`src/rtl/addr_tree_acc_if.sv`:
```
// Operand beat in, tree/accumulator result out; the master drives beats and the slave is the adder.
interface addr_tree_acc_if #(
    parameter int IN_WIDTH = 32,
    parameter int NUM_IN   = 8,
    parameter int ACC_BITS = 4
);
    localparam int LVL   = $clog2(NUM_IN);
    localparam int OUT_W = IN_WIDTH + LVL + ACC_BITS;

    logic [NUM_IN*IN_WIDTH-1:0] d_i;
    logic                       vld_i;
    logic                       first_i;
    logic                       last_i;
    logic                       acc_en_i;
    logic [OUT_W-1:0]           d_o;
    logic                       vld_o;
    logic                       ovf_o;

    modport master (
        output d_i, vld_i, first_i, last_i, acc_en_i,
        input  d_o, vld_o, ovf_o
    );

    modport slave (
        input  d_i, vld_i, first_i, last_i, acc_en_i,
        output d_o, vld_o, ovf_o
    );
endinterface

```
`src/rtl/addr_tree_acc.sv`:
```
// Pipelined signed adder tree with optional group accumulation; LVL+1 cycle latency.
// One beat per cycle, never stalls; bubbles (vld_i=0) leave all state untouched.
module addr_tree_acc #(
    parameter int IN_WIDTH = 32,
    parameter int NUM_IN   = 8,
    parameter int ACC_BITS = 4
) (
    input  logic           clk,
    input  logic           rst,
    addr_tree_acc_if.slave bus
);
    localparam int LVL   = $clog2(NUM_IN);
    localparam int SUM_W = IN_WIDTH + LVL;
    localparam int OUT_W = SUM_W + ACC_BITS;
    localparam int TOP   = LVL - 1;

    typedef struct packed {
        logic acc_en;
        logic last;
        logic first;
        logic vld;
    } ctl_t;

    logic signed [SUM_W-1:0] op [NUM_IN];
    ctl_t                    ctl_in;

    always_comb begin
        for (int k = 0; k < NUM_IN; k++) begin
            op[k] = SUM_W'($signed(bus.d_i[k*IN_WIDTH +: IN_WIDTH]));
        end
    end

    assign ctl_in = {bus.acc_en_i, bus.last_i, bus.first_i, bus.vld_i};

    // Every level keeps NUM_IN lanes at full SUM_W; lanes past the live count stay zero,
    // which gives the zero-padding of an odd operand for free.
    for (genvar lv = 0; lv < LVL; lv++) begin : g_lvl
        logic signed [SUM_W-1:0] src   [NUM_IN];
        logic signed [SUM_W-1:0] sum_d [NUM_IN];
        logic signed [SUM_W-1:0] sum_q [NUM_IN];
        ctl_t                    ctl_src;
        ctl_t                    ctl_q;

        if (lv == 0) begin : g_head
            assign src     = op;
            assign ctl_src = ctl_in;
        end else begin : g_body
            assign src     = g_lvl[lv-1].sum_q;
            assign ctl_src = g_lvl[lv-1].ctl_q;
        end

        always_comb begin
            for (int k = 0; k < NUM_IN; k++) begin
                sum_d[k] = '0;
            end
            for (int k = 0; k < NUM_IN / 2; k++) begin
                sum_d[k] = src[2*k] + src[2*k+1];
            end
            if (NUM_IN % 2 == 1) begin
                sum_d[NUM_IN/2] = src[NUM_IN-1];
            end
        end

        always_ff @(posedge clk) begin
            if (ctl_src.vld) begin
                sum_q <= sum_d;
            end
            if (rst) begin
                ctl_q <= '0;
            end else begin
                ctl_q <= ctl_src;
            end
        end
    end

    ctl_t                    ctl;
    logic signed [OUT_W-1:0] sum_ext;
    logic signed [OUT_W-1:0] add_base;
    logic signed [OUT_W-1:0] acc_sum;
    logic                    add_ovf;
    logic signed [OUT_W-1:0] acc_q,   acc_d;
    logic                    ovf_q,   ovf_d;
    logic signed [OUT_W-1:0] d_o_q,   d_o_d;
    logic                    ovf_o_q, ovf_o_d;
    logic                    vld_o_q, vld_o_d;

    assign ctl     = g_lvl[TOP].ctl_q;
    assign sum_ext = OUT_W'(g_lvl[TOP].sum_q[0]);

    // A first beat restarts from zero, so it can never overflow and clears the sticky flag.
    always_comb begin
        acc_d    = acc_q;
        ovf_d    = ovf_q;
        d_o_d    = d_o_q;
        ovf_o_d  = ovf_o_q;
        vld_o_d  = 1'b0;
        add_base = ctl.first ? '0 : acc_q;
        acc_sum  = add_base + sum_ext;
        add_ovf  = (add_base[OUT_W-1] == sum_ext[OUT_W-1]) &&
                   (acc_sum[OUT_W-1] != sum_ext[OUT_W-1]);
        if (ctl.vld) begin
            if (!ctl.acc_en) begin
                d_o_d   = sum_ext;
                ovf_o_d = 1'b0;
                vld_o_d = 1'b1;
            end else begin
                acc_d = acc_sum;
                ovf_d = (ovf_q && !ctl.first) || add_ovf;
                if (ctl.last) begin
                    d_o_d   = acc_sum;
                    ovf_o_d = ovf_d;
                    vld_o_d = 1'b1;
                end
            end
        end
    end

    always_ff @(posedge clk) begin
        if (rst) begin
            acc_q   <= '0;
            ovf_q   <= 1'b0;
            d_o_q   <= '0;
            ovf_o_q <= 1'b0;
            vld_o_q <= 1'b0;
        end else begin
            acc_q   <= acc_d;
            ovf_q   <= ovf_d;
            d_o_q   <= d_o_d;
            ovf_o_q <= ovf_o_d;
            vld_o_q <= vld_o_d;
        end
    end

    assign bus.d_o   = d_o_q;
    assign bus.vld_o = vld_o_q;
    assign bus.ovf_o = ovf_o_q;
endmodule
```
`src/flat_wrapper.sv`:
```
// flat-port wrapper written by rule: the top's interface ports become plain ports
module addr_tree_acc_flat 
#(
    parameter int IN_WIDTH = 32,
    parameter int NUM_IN   = 8,
    parameter int ACC_BITS = 4
)
  (clk, rst, bus_d_i, bus_vld_i, bus_first_i, bus_last_i, bus_acc_en_i, bus_d_o, bus_vld_o, bus_ovf_o);
  addr_tree_acc_if #(.IN_WIDTH(IN_WIDTH), .NUM_IN(NUM_IN), .ACC_BITS(ACC_BITS)) bus_i ();
  input  logic clk;
  input  logic rst;
  input wire logic [$bits(bus_i.d_i)-1:0] bus_d_i;
  input wire logic [$bits(bus_i.vld_i)-1:0] bus_vld_i;
  input wire logic [$bits(bus_i.first_i)-1:0] bus_first_i;
  input wire logic [$bits(bus_i.last_i)-1:0] bus_last_i;
  input wire logic [$bits(bus_i.acc_en_i)-1:0] bus_acc_en_i;
  output wire logic [$bits(bus_i.d_o)-1:0] bus_d_o;
  output wire logic [$bits(bus_i.vld_o)-1:0] bus_vld_o;
  output wire logic [$bits(bus_i.ovf_o)-1:0] bus_ovf_o;
  assign bus_i.d_i = bus_d_i;
  assign bus_i.vld_i = bus_vld_i;
  assign bus_i.first_i = bus_first_i;
  assign bus_i.last_i = bus_last_i;
  assign bus_i.acc_en_i = bus_acc_en_i;
  assign bus_d_o = bus_i.d_o;
  assign bus_vld_o = bus_i.vld_o;
  assign bus_ovf_o = bus_i.ovf_o;
  addr_tree_acc #(.IN_WIDTH(IN_WIDTH), .NUM_IN(NUM_IN), .ACC_BITS(ACC_BITS)) u_core (.clk(clk), .rst(rst), .bus(bus_i));
endmodule
```
`config.mk`:
```
export PLATFORM = sky130hd
export DESIGN_NAME = addr_tree_acc_flat
export DESIGN_NICKNAME = d
export VERILOG_FILES = /design/src/rtl/addr_tree_acc_if.sv /design/src/rtl/addr_tree_acc.sv /design/src/flat_wrapper.sv
export SDC_FILE = /design/constraint.sdc
export NUM_CORES = 1
export LEC_CHECK = 0
export ABC_AREA = 1
export BUFFER_PORTS_ARGS = -buffer_cell sky130_fd_sc_hd__buf_2
export CORE_MARGIN = 2
export CORE_UTILIZATION = 61
export CTS_CLUSTER_SIZE = 10
export DETAILED_ROUTE_END_ITERATION = 6
export PLACE_DENSITY = 0.89
export SYNTH_ARGS = -nofsm -noshare
export SYNTH_HDL_FRONTEND = slang
export SYNTH_SLANG_ARGS = --single-unit
export TNS_END_PERCENT = 5
```
`constraint.sdc`:
```
create_clock -name clk -period 3.4 [get_ports clk]
set_input_delay 0.17 -clock clk [delete_from_list [all_inputs] [get_ports clk]]
set_output_delay 0.17 -clock clk [all_outputs]
set_load 0.02 [all_outputs]
```
==> results of run 1 <==
==> where the power goes <==
group | switching [W] | internal [W]
logic | 0.00423 | 0.00231
clock network | 0.00155 | 0.00217
registers | 0.000273 | 0.00526
total | 0.00605 | 0.00974
==> worst max-delay path, stage by stage (launching register included) <==
cell and delay [ps]:
dfxtp_1 380, buf_4 250, nor2_1 80, ha_1 380, nand2_1 130, nor2_1 210, inv_1 80, nor2_1 380
nand3_1 340, nand3_1 210, nand3_1 90, o211ai_1 100, inv_1 60
==> synthesized netlist by cell type, drive strengths merged (3+ instances only) <==
master	number
xnor2	77
and2	7
nand3	161
o21bai	52
a21oi	356
nor3	44
edfxtp	237
ha	266
fa	8
a221oi	4
o211ai	27
o31a	4
o21ai	201
clkinv	4
o221ai	4
inv	473
o21a	10
dfxtp	93
a21boi	16
nand2	789
nor2	437
clkbuf	31
a21o	43
nor4	5
a31oi	24
or3	3
buf	9
nand3b	8
xor2	145
nand4	28
==> layout by cell type (no fill, tap or decap), types with 145 or more instances in the layout <==
master,instances
o21ai_0,159
nand2_1,776
xor2_1,145
edfxtp_1,237
a21oi_1,338
nor2_1,435
nand3_1,155
ha_1,266
inv_1,465
buf_2,301
==> layer usage <==
metal / global-route usage / part of all wire / vias to the layer above
met4: 0.1554 / 0.045 / 0
met1: 0.4113 / 0.41 / 11470
met3: 0.03940 / 0.064 / 204
li1: - / - / 12660
met5: 0 / 0 / -
met2: 0.5835 / 0.48 / 988
==> flip-flops by register name (all words and copies together) (netlist names) <==
| register | count |
|---|---|
| u_core.g_lvl.sum_q | 237 |
| u_core.acc_q | 39 |
| u_core.bus.d_o | 39 |
| u_core.g_lvl.ctl_q | 8 |
| u_core.ctl | 4 |
| u_core.bus.ovf_o | 1 |
| u_core.bus.vld_o | 1 |
| u_core.ovf_q | 1 |
==> worst max path at each step <==
stage | startpoint | endpoint | depth (start not counted)
floorplan | u_core.ctl[1] | u_core.acc_q[38] | 13
global route | u_core.ctl[1] | u_core.acc_q[30] | 16
CTS | u_core.ctl[1] | u_core.bus.d_o[38] | 15
global placement | u_core.ctl[1] | u_core.bus.d_o[28] | 12
finish | u_core.ctl[1] | u_core.acc_q[28] | 12
detailed placement | u_core.ctl[1] | u_core.bus.d_o[38] | 15
==> final cells by class <==
| cell class | count | area, µm² |
|---|---|---|
| fillers | 3666 | 13070 |
| flip-flops and latches | 330 | 8981 |
| well taps | 585 | 732.0 |
| repair buffers | 330 | 1777 |
| inverters | 477 | 1790 |
| clock buffers | 54 | 1075 |
| clock inverters | 2 | 8.758 |
| multi-input cells | 2730 | 15840 |
==> what timing repair did <==
item,4_1_cts,5_1_grt
endpoints found under the hold margin,7,0
gates resized for setup,0,0
hold buffers,11,0
==> cells by family after synthesis <==
family,count (synthesis),synth area share
buf+inv,517,0.07488
compound gates,749,0.1616
fa+ha+maj,274,0.1301
flops,330,0.3348
simple gates,1485,0.2259
xor+xnor,222,0.07279
==> per-stage QoR <==
stage                     worst slack [ps]    util  hold WS, ps  area, µm²  std cells
after floorplan                      988.6       -        277.0      26820       3577
after detailed placement             668.4  0.6704        377.8      29010       4441
after global placement               693.2  0.6704        371.7      29010       4441
after CTS                            644.6  0.6980        70.80      30200       4508
after global routing                 424.0  0.6980        108.7      30200       4508
final                                585.2  0.6980        93.79      30200       4508
==> results_dict.tcl, run 1 <==
set metrics [dict create \
    status "complete, no violations" \
    clock_sinks 330 \
    power-per-cell-area_nw_per_um2 523.0 \
    syn_to_final_growth_pct 12.62 \
    drive_above_1_share 0.1086 \
    min_from "bus_d_i[191]" \
    crit_path_max_fanout 14 \
    synth_top_area_frac 0.2654 \
    critPathKind "flop to flop" \
    clk-insertion-delay-late_ps 560 \
    wl_per_cell_um 16.81 \
    chipWidth_um 213.7 \
    synthCells 3577 \
    seq_area_frac_synth 0.3348 \
    synthesis.nets 4113 \
    cts_tree "built" \
    fin_tns_setup_ps 0 \
    cts_made_buffers 39 \
    drv_cap 0 \
    hold_violations 0 \
    final-setup-viol-count 0 \
    synth_top_area_cell "edfxtp_1" \
    min_path_cells 4 \
    antenna_found_initial 0 \
    endpoint_kind "flop" \
    fin_crit_ps 2815 \
    die_y_um 213.7 \
    cts-root-buf "clkbuf_16" \
    grtUsageTotal 0.3334 \
    grt_pass1_vias 24210 \
    maxSlewHeadroom 0.4367 \
    worst_pin_slew_ps 844.9 \
    fin_nets 4444 \
    postRouteAntennaNets 0 \
    dpl.hpwl_um 61790 \
    synthDistinctLibCells 56 \
    ios 303 \
    clk_pin_slew_ps 60 \
    cts-htree-levels 2 \
    min_to "u_core.g_lvl[0].sum_q[208]" \
    post_cts_buffers 0 \
    cellLeakagePower_nw 14.38 \
    syn_area_per_cell_um2 7.497 \
    gp_congestion 0.9827 \
    startpoint_type "flop" \
    synth_edf_count 237 \
    synth_area_leaders "edfxtp_1 (27%), ha_1 (12%), nand2_1 (11%)" \
    grt_pass1_wl_um 120300 \
    core_um2 43270 \
    worstPathRequired_ps 3840 \
    rsz0062_at_grt "no" \
    start_util 0.6198 \
    rr_worst_depth 12 \
    synth-seq-cells 330 \
    finalCritPeriodShare 0.8279 \
    irDropWorstVdd_mv 0.3632 \
    synthArstFlopShare 0 \
    io_buffer_count 302 \
    grt_overflow 0 \
    hp-class "input port to flop" \
    crit_arrival_ps 3260 \
    grt_start_max_net_pins 72 \
    routed_wl_um 75790 \
    synth_warnings 0 \
    viasPerCell 5.618 \
    num_rows 76 \
    r2r-start "u_core.ctl[1]" \
    drt_pass1_iterations 6 \
    clk_path_buf_depth 3 \
    syn_area_um2 26820 \
    num_vias 25330 \
    ys.flop_type "edfxtp_1" \
    post-route-drc-count 0 \
    die_area_um2 45650 \
    maxSlewViolCount 0 \
    fmax_mhz 355.3 \
    r2r_slack_ps 590 \
    total_power_w 0.01580 \
    clock-skew-final_ps 21.46 \
    first_iter_violations 2117 \
    antenna_cells 0 \
    r2r-end "u_core.acc_q[28]" \
]
Power figures use the tool's default switching activity.
==> inputs of run 2 (changes only) <==
--- a/config.mk
+++ b/config.mk
@@ -5,13 +5,13 @@
 export SDC_FILE = /design/constraint.sdc
 export NUM_CORES = 1
 export LEC_CHECK = 0
-export ABC_AREA = 1
+export ABC_AREA = 0
 export BUFFER_PORTS_ARGS = -buffer_cell sky130_fd_sc_hd__buf_2
 export CORE_MARGIN = 2
-export CORE_UTILIZATION = 61
+export CORE_UTILIZATION = 54
 export CTS_CLUSTER_SIZE = 10
 export DETAILED_ROUTE_END_ITERATION = 6
-export PLACE_DENSITY = 0.89
+export PLACE_DENSITY = 0.84
 export SYNTH_ARGS = -nofsm -noshare
 export SYNTH_HDL_FRONTEND = slang
 export SYNTH_SLANG_ARGS = --single-unit
==> constraint.sdc (replaced) <==
create_clock -name clk -period 2.3 [get_ports clk]
set_input_delay 0.115 -clock clk [delete_from_list [all_inputs] [get_ports clk]]
set_output_delay 0.115 -clock clk [all_outputs]
set_load 0.02 [all_outputs]
==> results_dict.tcl, run 2 <==
set metrics [dict create \
    hold_violations 0 \
    worstPathRequired_ps 2600 \
    clk_pin_slew_ps 60 \
    synth_top_area_cell "edfxtp_1" \
    num_vias 23140 \
    worstPathCellList "ha_2 -> inv_2 -> fa_2 -> nor2b_2 -> o31a_1 -> o31ai_2 -> buf_4 -> a211oi_4 -> o31a_1 -> o221ai_2 -> a21oi_2 -> a211o_1 -> a21oi_2 -> xnor2_1" \
    critPathKind "flop to flop" \
    drt_pass1_iterations 6 \
    ios 303 \
    top_layer "met4" \
    clock_sinks 330 \
    synth-seq-cells 330 \
    final_area_um2 32900 \
    cts-root-buf "clkbuf_16" \
    critical_path.slowest_cell "edfxtp_1" \
    syn_area_per_cell_um2 9.671 \
    maxSlewViolCount 0 \
    layout_setup_ws_ps -840.7 \
    cts_made_buffers 40 \
    wl_met2_um 38130 \
    irDropWorstVdd_mv 0.5670 \
    crit_path_max_fanout 3 \
    hp-class "input port to flop" \
    syn_area_um2 23690 \
    synth_top_area_frac 0.3005 \
    grtUsageTotal 0.3190 \
    cellLeakagePower_nw 14.76 \
    wl_met3_um 4109 \
    ys_top_cells_by_count "ha_1 (266), a21oi_1 (249), edfxtp_1 (237), nand2_1 (180), nor2_1 (166)" \
    gp_congestion 0.9831 \
    timing.critical_path.buf_inv 2 \
    fmax_mhz 318.4 \
    clock-skew-final_ps 17.82 \
    startpoint_type "flop" \
    synth_most_common_cell "ha_1" \
    worst_pin_slew_ps 737.6 \
    largest_reg_flops 237 \
    postRouteAntennaNets 0 \
    regMostFlops "u_core.g_lvl.sum_q" \
    dpl.hpwl_um 55840 \
    cpPeakStageDelay_ps 370 \
    ys.flop_type "edfxtp_1" \
    placed_area_um2 30210 \
    synthDistinctLibCells 84 \
    routed_wl_um 75260 \
    antenna_found_initial 2 \
    io_buffer_count 302 \
    post-route-drc-count 0 \
    seq_area_frac_synth 0.3791 \
    cts_tree "built" \
    syn_to_final_growth_pct 38.92 \
    synthesis.nets 2985 \
    grt_pass1_wl_um 116500 \
    fin_nets 3880 \
    final-setup-viol-count 157 \
    status "finished, violations left" \
    viasPerCell 5.853 \
    chipWidth_um 213.4 \
    core_um2 43170 \
    synthCells 2449 \
    die_area_um2 45550 \
    drive_above_1_share 0.3503 \
    fin_crit_ps 3141 \
    die_y_um 213.4 \
    finalCritPeriodShare 1.366 \
    endpoint_kind "flop" \
    synthArstFlopShare 0 \
    final_common_cell "buf_4" \
    rsz0062_at_grt "yes" \
    antenna_cells 0 \
    m1WireLength_um 30140 \
    maxSlewHeadroom 0.5083 \
    cts-htree-levels 2 \
    grt_start_max_net_pins 67 \
    mostFrequentLayoutCells "buf_4 (585), buf_2 (301), ha_1 (249), edfxtp_1 (237), a21oi_1 (192)" \
    violations "negative setup slack" \
    crit_arrival_ps 3440 \
    power-per-cell-area_nw_per_um2 777.1 \
    wl_per_cell_um 19.03 \
    grt_overflow 0 \
    grt_pass1_vias 23350 \
    clk-insertion-delay-late_ps 560 \
    clk_path_buf_depth 3 \
    first_iter_violations 1659 \
    num_rows 76 \
    synth_warnings 0 \
    drv_cap 0 \
    synth_edf_count 237 \
    critPathTopFamily "compound AO/OA/AOI/OAI gates" \
    synth_area_leaders "edfxtp_1 (30%), ha_1 (14%), dfxtp_1 (7.9%)" \
    final_util 0.7622 \
    start_util 0.5486 \
]
==> run 2: worst register-to-register path, cell delays in order (launching register included) <==
cell	delay, ps
edfxtp_1	370
ha_2	210
inv_2	60
fa_2	220
nor2b_2	60
o31a_1	280
o31ai_2	240
buf_4	190
a211oi_4	70
o31a_1	330
o221ai_2	190
a21oi_2	110
a211o_1	320
a21oi_2	150
xnor2_1	90
==> run 2: kinds of logic (layout without fill, tap and decap cells) <==
logic type      count (synthesis)  after routing  share of synthesized area
fa+ha+maj                     274            274                     0.1473
flops                         330            330                     0.3791
compound gates                804            804                     0.2269
simple gates                  655            655                     0.1324
xor+xnor                      221            221                    0.08172
mux                            24             24                    0.01014
buf+inv                       141           1061                    0.02240
==> run 2: path summary, 6_finish.rpt <==
path	startpoint	cells past startpoint	slack [ps]	to
min	bus_vld_i	1	50	u_core.g_lvl[0].sum_q[230]
max	u_core.g_lvl[1].sum_q[210]	14	-840	u_core.g_lvl[2].sum_q[279]
min reg2reg	u_core.g_lvl[1].ctl_q[2]	1	440	u_core.ctl[2]
max reg2reg	u_core.g_lvl[1].sum_q[210]	14	-840	u_core.g_lvl[2].sum_q[279]
==> run 2: metal layers <==
| metal | global-route usage | vias to the layer above |
|---|---|---|
| li1 | - | 10960 |
| met1 | 0.3812 | 11090 |
| met2 | 0.5835 | 902 |
| met3 | 0.03896 | 197 |
| met4 | 0.1243 | 0 |
| met5 | 0 | - |
==> run 2: what timing repair did <==
action,4_1_cts,5_1_grt
pin swaps,92,52
setup endpoints to repair,170,183
hold buffers,10,0
gates cloned,0,1
resized for setup,138,105
buffers inserted,18,7
hold endpoints to repair,19,0
==> run 2: final cells by class <==
type | instances | area (µm²)
multi-input combinational | 1978 | 15500
fill | 2884 | 10270
sequential | 330 | 8985
timing repair buffer | 909 | 6220
clock buffer | 62 | 1115
tap | 585 | 732.0
inverter | 85 | 319.1
clock inverter | 5 | 35.03
==> run 2: metrics by stage <==
step	setup slack [ps]	TNS (ps)	hold WS, ps	std cells	power, W
after detailed placement	-1006	-108390	331.0	3862	0.01837
after global placement	-869.9	-94800	324.8	3862	0.01792
after floorplan	-573.7	-29480	227.5	2449	0.01386
final	-840.7	-61280	45.26	3954	0.02557
after global routing	-944.1	-79540	53.11	3954	0.02676
after CTS	-720.6	-56000	37.30	3956	0.02483
==> run 2: where the power goes <==
group / total (W) / leakage, nW / internal [W] / switching [W]
registers: 0.00816 / 3.02 / 0.00770 / 0.000456
logic: 0.0116 / 11.2 / 0.00568 / 0.00597
clock network: 0.00577 / 0.553 / 0.00332 / 0.00245
